[config.mk]
export PLATFORM = sky130hd
export DESIGN_NAME = kb_cmd_sequencer
export DESIGN_NICKNAME = d
export VERILOG_FILES = /design/src/rtl/kb_pkg.sv /design/src/rtl/kb_cmd_fifo.sv /design/src/rtl/kb_cmd_sequencer.sv
export SDC_FILE = /design/constraint.sdc
export NUM_CORES = 1
export LEC_CHECK = 0
export BUFFER_PORTS_ARGS = -buffer_cell sky130_fd_sc_hd__buf_4
export CAP_MARGIN = 5
export CORE_AREA = 2 2 96 79
export CTS_CLUSTER_DIAMETER = 100
export DETAILED_ROUTE_END_ITERATION = 12
export DIE_AREA = 0 0 98 81
export PLACE_DENSITY = 0.87
export SYNTH_ARGS = -nofsm -noshare
export SYNTH_HDL_FRONTEND = slang
export SYNTH_HIERARCHICAL = 1
export SYNTH_SLANG_ARGS = --single-unit
[constraint.sdc]
create_clock -name Clk_V -period 6.8 [get_ports Clk_V]
set_input_delay 1.02 -clock Clk_V [delete_from_list [all_inputs] [get_ports Clk_V]]
set_output_delay 1.02 -clock Clk_V [all_outputs]
set_load 0.01 [all_outputs]
[src/rtl/kb_pkg.sv]
// Shared types and constants for the keyboard command sequencer.
package kb_pkg;

  typedef enum logic [2:0] {
    ST_IDLE,
    ST_BRK,
    ST_EXT,
    ST_LATCH,
    ST_CHECK
  } kb_state_e;

  localparam logic [7:0] KC_BREAK = 8'hF0;
  localparam logic [7:0] KC_EXT   = 8'hE0;

endpackage

[src/rtl/kb_cmd_fifo.sv]
// Small synchronous circular-buffer FIFO. Push while full is accepted
// when a pop happens in the same cycle, since the pop frees the slot.
module kb_cmd_fifo #(
  parameter int DEPTH = 4,
  parameter int W     = 8
) (
  input  logic         Clk_V,
  input  logic         Reset_V,
  input  logic         push,
  input  logic [W-1:0] push_data,
  input  logic         pop,
  output logic [W-1:0] pop_data,
  output logic         full,
  output logic         empty
);

  localparam int AW = $clog2(DEPTH);

  logic [AW:0]  wr_ptr;
  logic [AW:0]  rd_ptr;
  logic [W-1:0] mem [DEPTH];
  logic         do_push;
  logic         do_pop;

  assign empty    = (wr_ptr == rd_ptr);
  assign full     = (wr_ptr[AW] != rd_ptr[AW]) && (wr_ptr[AW-1:0] == rd_ptr[AW-1:0]);
  assign do_pop   = pop & ~empty;
  assign do_push  = push & (~full | do_pop);
  assign pop_data = mem[rd_ptr[AW-1:0]];

  // Pointer advance and storage write; storage is cleared so the head reads 0 after reset
  always_ff @(posedge Clk_V or posedge Reset_V) begin
    if (Reset_V) begin
      wr_ptr <= '0;
      rd_ptr <= '0;
      for (int i = 0; i < DEPTH; i++) mem[i] <= '0;
    end else begin
      if (do_push) begin
        mem[wr_ptr[AW-1:0]] <= push_data;
        wr_ptr              <= wr_ptr + 1'b1;
      end
      if (do_pop) rd_ptr <= rd_ptr + 1'b1;
    end
  end

endmodule

[src/rtl/kb_cmd_sequencer.sv]
// PS/2 scan-code sequencer: filters prefixes and repeats, holds each make
// code on the external validator, and queues accepted ASCII commands.
//
//   state    | meaning
//   ---------+----------------------------------------------------------
//   ST_IDLE  | waiting for a scan byte
//   ST_BRK   | F0 seen; next byte is a released key
//   ST_EXT   | E0 seen; next byte is an extended key (dropped)
//   ST_LATCH | code_r on validator input, validator enable settling
//   ST_CHECK | validator result sampled; push / drop / count reject
module kb_cmd_sequencer
  import kb_pkg::*;
#(
  parameter int FIFO_DEPTH  = 4,
  parameter int TIMEOUT_CYC = 1024,
  parameter int CNT_W       = 8
) (
  input  logic             Clk_V,
  input  logic             Reset_V,
  input  logic [7:0]       rx_byte_i,
  input  logic             rx_done_i,
  output logic [7:0]       val_keycode_o,
  input  logic [7:0]       val_ascii_i,
  input  logic             val_invalid_i,
  output logic [7:0]       cmd_data_o,
  output logic             cmd_valid_o,
  input  logic             cmd_ready_i,
  output logic             fifo_full_o,
  output logic             err_invalid_o,
  output logic             drop_o,
  output logic [CNT_W-1:0] invalid_cnt_o
);

  localparam int TW = (TIMEOUT_CYC > 1) ? $clog2(TIMEOUT_CYC) : 1;
  localparam logic [TW-1:0] TLOAD = TW'(TIMEOUT_CYC - 1);
  localparam logic [CNT_W-1:0] CNT_MAX = {CNT_W{1'b1}};

  kb_state_e        state;
  logic [7:0]       code_r;
  logic [7:0]       last_make;
  logic [TW-1:0]    timer;
  logic [CNT_W-1:0] invalid_cnt;
  logic             err_r;
  logic             drop_r;
  logic             fifo_full;
  logic             fifo_empty;
  logic             fifo_pop;
  logic             fifo_push;
  logic [7:0]       fifo_head;

  // A pop in the CHECK cycle makes room, so a full FIFO still accepts the push
  assign fifo_pop  = cmd_ready_i & ~fifo_empty;
  assign fifo_push = (state == ST_CHECK) & ~val_invalid_i & (~fifo_full | fifo_pop);

  kb_cmd_fifo #(
    .DEPTH (FIFO_DEPTH),
    .W     (8)
  ) u_fifo (
    .Clk_V     (Clk_V),
    .Reset_V   (Reset_V),
    .push      (fifo_push),
    .push_data (val_ascii_i),
    .pop       (fifo_pop),
    .pop_data  (fifo_head),
    .full      (fifo_full),
    .empty     (fifo_empty)
  );

  // Sequencing FSM with prefix timeout, reject counter and registered pulses
  always_ff @(posedge Clk_V or posedge Reset_V) begin
    if (Reset_V) begin
      state       <= ST_IDLE;
      code_r      <= 8'h00;
      last_make   <= 8'h00;
      timer       <= '0;
      invalid_cnt <= '0;
      err_r       <= 1'b0;
      drop_r      <= 1'b0;
    end else begin
      err_r  <= 1'b0;
      drop_r <= 1'b0;
      case (state)
        ST_IDLE: begin
          if (rx_done_i) begin
            if (rx_byte_i == KC_BREAK) begin
              state <= ST_BRK;
              timer <= TLOAD;
            end else if (rx_byte_i == KC_EXT) begin
              state <= ST_EXT;
              timer <= TLOAD;
            end else if (rx_byte_i != last_make) begin
              code_r    <= rx_byte_i;
              last_make <= rx_byte_i;
              state     <= ST_LATCH;
            end
          end
        end
        ST_BRK: begin
          if (rx_done_i) begin
            if (rx_byte_i == last_make) last_make <= 8'h00;
            state <= ST_IDLE;
            timer <= '0;
          end else if (timer == '0) begin
            state <= ST_IDLE;
          end else begin
            timer <= timer - 1'b1;
          end
        end
        ST_EXT: begin
          if (rx_done_i) begin
            if (rx_byte_i == KC_BREAK) begin
              state <= ST_BRK;
              timer <= TLOAD;
            end else begin
              state <= ST_IDLE;
              timer <= '0;
            end
          end else if (timer == '0) begin
            state <= ST_IDLE;
          end else begin
            timer <= timer - 1'b1;
          end
        end
        ST_LATCH: begin
          state <= ST_CHECK;
        end
        ST_CHECK: begin
          if (val_invalid_i) begin
            err_r <= 1'b1;
            if (invalid_cnt != CNT_MAX) invalid_cnt <= invalid_cnt + 1'b1;
          end else if (fifo_full & ~fifo_pop) begin
            drop_r <= 1'b1;
          end
          state <= ST_IDLE;
        end
        default: state <= ST_IDLE;
      endcase
    end
  end

  assign val_keycode_o = code_r;
  assign cmd_data_o    = fifo_head;
  assign cmd_valid_o   = ~fifo_empty;
  assign fifo_full_o   = fifo_full;
  assign err_invalid_o = err_r;
  assign drop_o        = drop_r;
  assign invalid_cnt_o = invalid_cnt;

endmodule

=== Word-level counts from Yosys, hierarchy flattened ===
Index checks and enable logic that the tools add are counted.

* $add $sub $neg: 4
* Order comparisons: 3
* Equal/unequal tests: 20
* Mux-type cells: 35
* Bitwise gates (word level): 16
* Reduce and logical (&&, ||, !) cells: 11

{| class="wikitable"
|+ Operator list
! operator !! number
|-
| 8-bit 2-to-1 mux || 9
|-
| 10-bit 2-to-1 mux || 7
|-
| 32-bit bitwise mux || 1
|-
| 10-bit case mux with 3 select lines || 1
|-
| 3-bit 2-to-1 mux || 7
|-
| 8-bit binary-select mux with 2-bit select || 1
|-
| 8-bit demux with 2-bit select || 1
|-
| 8-bit equality test, second input constant || 2
|-
| 8-bit case mux with 2 select lines || 1
|-
| 2-bit inequality test, second input constant || 6
|-
| 3-bit case mux with 4 select lines || 1
|-
| 10-bit zero test || 1
|-
| 10-bit by 1-bit subtractor with 10-bit output, second input constant || 1
|-
| 8-bit by 1-bit adder with 8-bit output, second input constant || 1
|-
| 8-bit equality test || 1
|-
| 8-bit inequality test || 1
|-
| 8-bit inequality test, second input constant || 1
|-
| 7-bit AND reduction || 1
|-
| 3-bit by 1-bit adder with 3-bit output, second input constant || 2
|-
| 1-bit AND || 6
|-
| 3-bit by 2-bit equality test with 1-bit output, second input constant || 2
|-
| 3-bit greater-or-equal comparator, second input constant || 2
|-
| 1-bit 2-to-1 mux || 6
|-
| 1-bit inverter || 6
|-
| other kinds (17) || 21
|}

* Register bits: 77
* Input port bits: 21

=== Logic depth before layout (Yosys ltp) ===
Gate-level depths: netlist of the first run.

* Depth after elaboration: 8
* Mapped depth: 9
* Gate-level depth less buffers: 8

=== By module ===
Netlist of the first run, hierarchy kept.

{| class="wikitable"
|+ By module, submodules not included
! module !! times used !! cells each !! area each (um2)
|-
| kb_cmd_sequencer || 1 || 220 || 2193.4
|-
| kb_cmd_fifo || 1 || 112 || 1905.6
|}

=== Worst setup path before layout of the first run ===
No wires, ideal clock.

* Path kind: input to register
* Start: input port rx_byte_i[0]
* End: register code_r[0], in the netlist val_keycode_o[0]
* Arrival: 2486 ps
* Data required time: 6675 ps
* Path slack: 4189 ps
* Cell stages on the path: 6
* Cell sequence: or4b_4 -> buf_6 -> o211a_1 -> buf_6 -> a21boi_4 -> mux2_2

* Longest elaborated chain between the ends: 3
* Elaborated cells on any way between the ends: 6
* Those cells by class: 3 x eq/ne; 2 x bitwise; 1 x reduce/logical

{| class="wikitable"
|+ Ends and longest elaborated chain
! item !! line !! RTL
|-
| start: declaration || kb_cmd_sequencer.sv:20 || <nowiki>input logic [7:0] rx_byte_i,</nowiki>
|-
| 8-bit equality test, on equally long branches || kb_cmd_sequencer.sv:88, kb_cmd_sequencer.sv:85 ||
|-
| 1-bit inverter (no line) || -- ||
|-
| 5-bit AND reduction (no line) || -- ||
|-
| end signal: assignment || kb_cmd_sequencer.sv:92 || <nowiki>code_r <= rx_byte_i;</nowiki>
|-
| end: declaration || kb_cmd_sequencer.sv:39 || <nowiki>logic [7:0] code_r;</nowiki>
|}

Several ways; a longest one is shown, not always the timed one.
A chain may end at the register's enable or synchronous reset.

=== Worst setup path in the final report of the first run ===
* Start: register u_fifo.rd_ptr[1]
* End: output port fifo_full_o

* Longest elaborated chain between the ends: 2

{| class="wikitable"
|+ Ends and longest elaborated chain
! item !! line !! RTL
|-
| start: declaration || kb_cmd_fifo.sv:20 || <nowiki>logic [AW:0] rd_ptr;</nowiki>
|-
| start signal: assignment || kb_cmd_fifo.sv:42 || <nowiki>if (do_pop) rd_ptr <= rd_ptr + 1'b1;</nowiki>
|-
| 2-bit equality test || kb_cmd_fifo.sv:26 || <nowiki>assign full = (wr_ptr[AW] != rd_ptr[AW]) && (wr_ptr[AW-1:0] == rd_ptr[AW-1:0]);</nowiki>
|-
| 1-bit logical AND || kb_cmd_fifo.sv:26 ||
|-
| end: declaration || kb_cmd_sequencer.sv:28 || <nowiki>output logic fifo_full_o,</nowiki>
|}

No other way between the ends.

==> metrics.md, run 1 <==
| Metric | Value |
|---|---|
| First-pass GRT wire length | `13.77 mm` |
| Max IR drop VDD | `0.0001879 V` |
| Sw Share | `0.3921` |
| Area post-placement | `0.004508 mm²` |
| Die ar. | `0.007938 mm²` |
| Post-cts resize count | `0` |
| Sequential fraction of the synthesis area | `0.4701` |
| H-tree Lvls | `3` |
| Fin crit share | `0.4517` |
| Avg WL per Cell | `17.87 µm` |
| Power Internal | `1202 µW` |
| Max clock buf depth | `2` |
| Clk_lat worst skew | `0.35 ns` |
| Top Ports | `49` |
| Number of clock sinks | `77` |
| Most frequent cells in the layout | `dfrtp_1 (77), buf_4 (50), mux2_2 (43)` |
| CTS tree | `built` |
| Setup TNS | `0 ns` |
| Starting Density | `0.5764` |
| # port buffers | `48` |
| Sw Pwr | `775.5 µW` |
| Gate power share | `0.415` |
| Layout Area Growth over Synthesis | `14.96%` |
| Total Power | `1978 µW` |
| FFs w/ async S/R, synth | `1.000` |
| Hold_buf cts | `0` |
| Reg2Reg Setup Slack | `3.78 ns` |
| # DRC | `0` |
| Critical path class | `reg -> out` |
| Most common cell after layout, fill and taps aside | `dfrtp_1` |
| Worst-path clk slew | `0.09 ns` |
| Layout cells sized above 1 | `0.3238` |
| Worst slew pin tran | `1.045 ns` |
| Critical path arrival | `2.05 ns` |
| CP Launch Type | `register` |
| Leak pwr | `0.002181 µW` |
| Fin. Hold Viols | `0` |
| Clock share of power | `0.178` |
| Pwr dens | `419.7 mW/mm²` |
| DP Wirelength | `5.999 mm` |
| Fin area | `0.004712 mm²` |
| Slew Viols, Final | `0` |
| Most common flop cell mapped by yosys | `dfrtp_1` |
| Hold Path Class | `reg -> reg` |
| Antenna violations before repair | `0` |
| Root buffer cell | `clkbuf_8` |
| Clock Skews | `0.01389 ns` |
| DR vias/cell | `6.145` |
| GRT Total Usage | `0.2192` |
| Required @ worst endpoint | `5.78 ns` |
| Flop pwr share | `0.407` |
| TritonCTS Buffers | `9` |
| Post-Synthesis Cells | `332` |
| GP Congestion | `0.8882` |
| Die H | `81 µm` |
| Total setup buffers inserted after CTS | `0` |
| Final ANT Viol Nets | `0` |
| Final setup violation count | `0` |
| Antenna Cells | `0` |
| Unrepaired setup endpoints after global routing | `no` |
| Worst setup EP type | `output pin` |
| FMAX | `0.3256 GHz` |
| Row cnt | `28` |
| DR iter-0 viols | `289` |
| Syn_area_per_cell | `12.35 µm²` |
| Grt ovf | `0` |
| CP max FO | `11` |
| MaxCap Viol Count | `0` |
| Syn_nets | `360` |
| Layout Nets | `409` |
| Detailed Route WL | `8.504 mm` |
| Status | `completed` |
| DRT Pass-1 Iters | `6` |
| Minimum clock period | `3.071 ns` |
| Vias in the first global route | `2727` |
| Pin count of the biggest net entering global routing | `40` |
| DR vias | `2925` |
| Fillers | `516` |
| Die extent in x | `98 µm` |
| Worst rel slew slack | `0.2972` |
| Area occupied by multi-input gates | `0.001996 mm²` |
| Post-synth EDFFs | `0` |
| #FFs+latches synth | `77` |
| Synth cell types | `57` |
| Core area | `0.007112 mm²` |
| Yosys warnings | `6` |
| Register area | `0.001927 mm²` |
| Synth Cell Area | `0.004099 mm²` |
-- stage by stage --
step	utilization	hold WS (ns)	setup slack (ns)	instances
5_1_grt	0.6626	0.5141	3.626	476
3_3_place_gp	0.6339	0.4789	3.818	460
2_1_floorplan	-	0.4703	4.189	332
3_5_place_dp	0.6339	0.4845	3.706	460
4_1_cts	0.6626	0.5052	3.707	476
6_report	0.6626	0.5012	3.729	476
-- Yosys cell counts (2+ instances only) --
library cell	count	area, µm²
dfrtp_1	77	1927
mux2_2	43	484.2
inv_1	26	97.59
xor2_1	13	113.9
nor3_1	12	60.06
o22ai_1	11	68.82
nor2_1	10	37.54
a22oi_1	8	60.06
mux4_1	8	210.2
o31ai_1	8	60.06
xnor2_1	8	70.07
and2_1	7	43.79
ha_1	7	87.58
nand2_1	7	26.28
nor4_1	7	43.79
a211oi_1	6	45.04
a21oi_1	5	25.02
clkbuf_1	5	18.77
a31oi_1	4	25.02
buf_6	4	45.04
nand3_1	4	20.02
o21ai_0	4	20.02
o41ai_4	4	110.1
a221oi_1	3	26.28
nand4_1	3	18.77
nor2b_1	3	18.77
a21o_1	2	15.01
buf_2	2	10.01
nand3b_1	2	15.01
o211ai_1	2	15.01
-- final cells by class --
class                   count  share of cell area
flip-flops and latches     77              0.4089
multi-input cells         217              0.4235
clock buffers               9             0.02629
clock inverters             7             0.01699
repair buffers             50             0.07966
inverters                  26             0.02071
well taps                  90             0.02390
-- path summary, 6_finish.rpt --
check / start / end / depth (start not counted)
min reg2reg: u_fifo/mem[11]$_DFFE_PP0P_ / u_fifo/mem[11]$_DFFE_PP0P_ / 1
max reg2reg: u_fifo/rd_ptr[1]$_DFFE_PP0P_ / u_fifo/mem[7]$_DFFE_PP0P_ / 7
max in group asynchronous: Reset_V / u_fifo/mem[11]$_DFFE_PP0P_ / 3
max: u_fifo/rd_ptr[1]$_DFFE_PP0P_ / fifo_full_o / 3
min in group asynchronous: Reset_V / u_fifo/wr_ptr[1]$_DFFE_PP0P_ / 2
min: u_fifo/mem[11]$_DFFE_PP0P_ / u_fifo/mem[11]$_DFFE_PP0P_ / 1
-- state kept, by name, indices dropped and copies added, names as in the netlist --
register / flops
invalid_cnt_o: 8
err_invalid_o: 1
u_fifo/rd_ptr: 3
val_keycode_o: 8
u_fifo/wr_ptr: 3
u_fifo/mem: 32
drop_o: 1
state: 3
timer: 10
last_make: 8
-- power groups by stage --
stage	combinational, µW	clock [µW]	sequential (µW)
5_1_grt	898	382	829
3_5_place_dp	820	0	807
2_1_floorplan	632	0	749
4_1_cts	821	361	802
6_report	820	353	805
3_3_place_gp	773	0	794
-- worst max-delay path, cell delays in order, from the launching register on --
cell and delay (ns):
dfrtp_1 0.71, xor2_2 0.57, nor3_1 0.20, buf_4 0.21
-- per-layer routing --
layer / up-vias / global-route usage / wire (µm)
met4: 0 / 0.05833 / 125
met1: 1461 / 0.2995 / 3710
met5: - / 0 / 0
met3: 16 / 0.04991 / 460
met2: 100 / 0.3589 / 4208
li1: 1348 / - / -
-- logic make-up after synthesis --
family	synth area share
mux	0.1694
xor+xnor	0.05556
simple gates	0.09555
compound gates	0.1450
flops	0.4701
buf+inv	0.04304
fa+ha+maj	0.02137
No activity file was read; power rests on OpenSTA's default activity.
==> inputs of run 2 (changes only) <==
Settings changed: CORE_AREA 2 2 96 79 to 2 2 97 81, DIE_AREA 0 0 98 81 to 0 0 99 83, PLACE_DENSITY 0.87 to 0.84.
Clock period 6.8 ns to 3.09 ns, I/O delays scaled along.
==> run 2 against run 1 <==
Net effect: clock skew is 0.0025 ns lower; sequential cell count stayed put; clock power is 130% higher; count of clock-buffer cells in the layout stayed put; register-to-register slack worse by 3.4 ns; global-route usage is 0.44 points higher; hold slack worse by 0.30 ns; non-clock buffer count is 7 higher; largest power group unchanged.
==> metrics.md, run 2 (synthesized netlist as in run 1, its figures left out) <==
| Metric | Value |
|---|---|
| Status | `completed` |
| Clk_lat worst skew | `0.35 ns (about the same)` |
| Area occupied by multi-input gates | `0.001996 mm² (unchanged)` |
| Worst-path clk slew | `0.09 ns (about the same)` |
| First-pass GRT wire length | `14.79 mm (+7.5%)` |
| Final setup violation count | `0 (unchanged)` |
| CTS tree | `built` |
| Antenna violations before repair | `0 (unchanged)` |
| DR vias | `2954 (+0.99%)` |
| DP Wirelength | `6.280 mm (+4.7%)` |
| GP Congestion | `0.8280 (-6.8%)` |
| Top Registers | `u_fifo/mem (32), timer (10)` |
| DR vias/cell | `6.116 (-0.47%)` |
| Setup TNS | `0 ns (unchanged)` |
| Hold Path Class | `in -> async` |
| Leak pwr | `0.002224 µW (+2.0%)` |
| R2r worst-path depth | `7 (unchanged)` |
| CP max FO | `9 (-2)` |
| Avg WL per Cell | `18.14 µm (+1.5%)` |
| Die extent in x | `99 µm (+1.0%)` |
| Pin count of the biggest net entering global routing | `39 (-2.5%)` |
| Layout Nets | `416 (+1.7%)` |
| Number of flip-flops under the largest register name | `32 (unchanged)` |
| Worst setup EP type | `register` |
| Grt ovf | `0 (unchanged)` |
| Minimum clock period | `2.694 ns` |
| Top Ports | `49 (unchanged)` |
| Die ar. | `0.008217 mm² (+3.5%)` |
| Core area | `0.007182 mm² (+0.99%)` |
| Most frequent cells in the layout | `dfrtp_1 (77), buf_4 (57), mux2_2 (43)` |
| Layout Area Growth over Synthesis | `16.58%` |
| Critical path arrival | `2.93 ns (+0.88 ns)` |
| Fillers | `502 (-2.7%)` |
| # DRC | `0 (unchanged)` |
| Met2 WL | `4.506 mm (+7.1%)` |
| Hold_buf cts | `0 (unchanged)` |
| Fin. Hold Viols | `0 (unchanged)` |
| WL met3 | `477 µm (+3.7%)` |
| Root buffer cell | `clkbuf_8` |
| Vias in the first global route | `2955 (+8.4%)` |
| Max clock buf depth | `2 (unchanged)` |
| Slew Viols, Final | `0 (unchanged)` |
| WL met1 | `3.688 mm (-0.59%)` |
| Layout cells sized above 1 | `0.3359 (+0.01204)` |
| DR iter-0 viols | `233 (-19%)` |
| Final Util | `0.6653 (+0.002769)` |
| Worst rel slew slack | `0.3270 (+0.02975)` |
| DRT Pass-1 Iters | `4 (-2)` |
| Row cnt | `28 (unchanged)` |
| Max layer used | `met4` |
| Fin crit share | `0.8718` |
| Most common cell after layout, fill and taps aside | `dfrtp_1` |
| Critical path class | `reg -> reg` |
| Post-cts resize count | `0 (unchanged)` |
| Max IR drop VDD | `0.0004819 V (+160%)` |
| Total setup buffers inserted after CTS | `0 (unchanged)` |
| Final ANT Viol Nets | `0 (unchanged)` |
| Antenna Cells | `0 (unchanged)` |
| # port buffers | `48 (unchanged)` |
| Worst slew pin tran | `1.002 ns (-0.04220 ns)` |
| Required @ worst endpoint | `3.32 ns (-2.46 ns)` |
| Register area | `0.001927 mm² (unchanged)` |
| FMAX | `0.3712 GHz` |
| Largest Register | `u_fifo/mem` |
| Detailed Route WL | `8.762 mm (+3.0%)` |
| Starting Density | `0.5707 (-0.005623)` |
| Clock Skews | `0.01142 ns (-0.002472 ns)` |
| GRT Total Usage | `0.2236 (+0.004394)` |
| Die H | `83 µm (+2.5%)` |
| Pwr dens | `932.0 mW/mm² (+120%)` |
| H-tree Lvls | `3 (unchanged)` |
| CP Launch Type | `register` |
| MaxCap Viol Count | `0 (unchanged)` |
| Unrepaired setup endpoints after global routing | `no` |
| Number of clock sinks | `77 (unchanged)` |
| TritonCTS Buffers | `9 (unchanged)` |
run 2: through the flow:
stage	hold slack [ns]	std cells	cell area (µm²)	total power (µW)	setup WS, ns
6_report	0.1965	483	4778	4453	0.3961
4_1_cts	0.2039	483	4778	4469	0.3996
3_5_place_dp	0.4865	467	4561	3648	0.4077
5_1_grt	0.2446	483	4778	4752	0.2392
2_1_floorplan	0.4703	332	4099	3039	0.5464
3_3_place_gp	0.4793	467	4561	3500	0.4934
run 2: path summary, 6_finish.rpt:
check                                             startpoint                            to  slack (ns)
worst min-delay path                                 Reset_V      last_make[2]$_DFFE_PP0P_        0.20
worst max register to register  u_fifo/wr_ptr[0]$_DFFE_PP0P_    u_fifo/mem[29]$_DFFE_PP0P_        0.40
max in group asynchronous                            Reset_V          timer[6]$_DFFE_PP0P_        2.14
min in group Clk_V                            val_ascii_i[7]     u_fifo/mem[7]$_DFFE_PP0P_        0.36
worst min register to register  invalid_cnt_o[5]$_DFFE_PP0P_  invalid_cnt_o[5]$_DFFE_PP0P_        0.51
worst max-delay path            u_fifo/wr_ptr[0]$_DFFE_PP0P_    u_fifo/mem[29]$_DFFE_PP0P_        0.40
run 2: where the power goes:
part / switching (µW) / total, µW / internal, µW
Clock: 419 / 814 / 395
Sequential: 343 / 1720 / 1380
Combinational: 998 / 1920 / 918
Total: 1760 / 4450 / 2690
run 2: layout make-up:
cell class | count | area share
clock buffer | 9 | 0.02592
clock inverter | 7 | 0.01964
inverter | 26 | 0.02042
multi-input combinational | 217 | 0.4176
sequential | 77 | 0.4032
tap | 90 | 0.02357
timing repair buffer | 57 | 0.08955
run 2: per-layer routing:
metal | vias to the layer above | track usage
met3 | 10 | 0.06145
met4 | 0 | 0.06351
li1 | 1362 | -
met5 | - | 0
met2 | 88 | 0.3569
met1 | 1494 | 0.3017
run 2: worst max-delay path: stages, from the launching register on:
cell and delay (ns):
dfrtp_1 0.50, xor2_4 0.25, nor3_1 0.24, inv_1 0.07, nand2_1 0.11, inv_1 0.20
o41ai_4 0.78, mux2_2 0.41
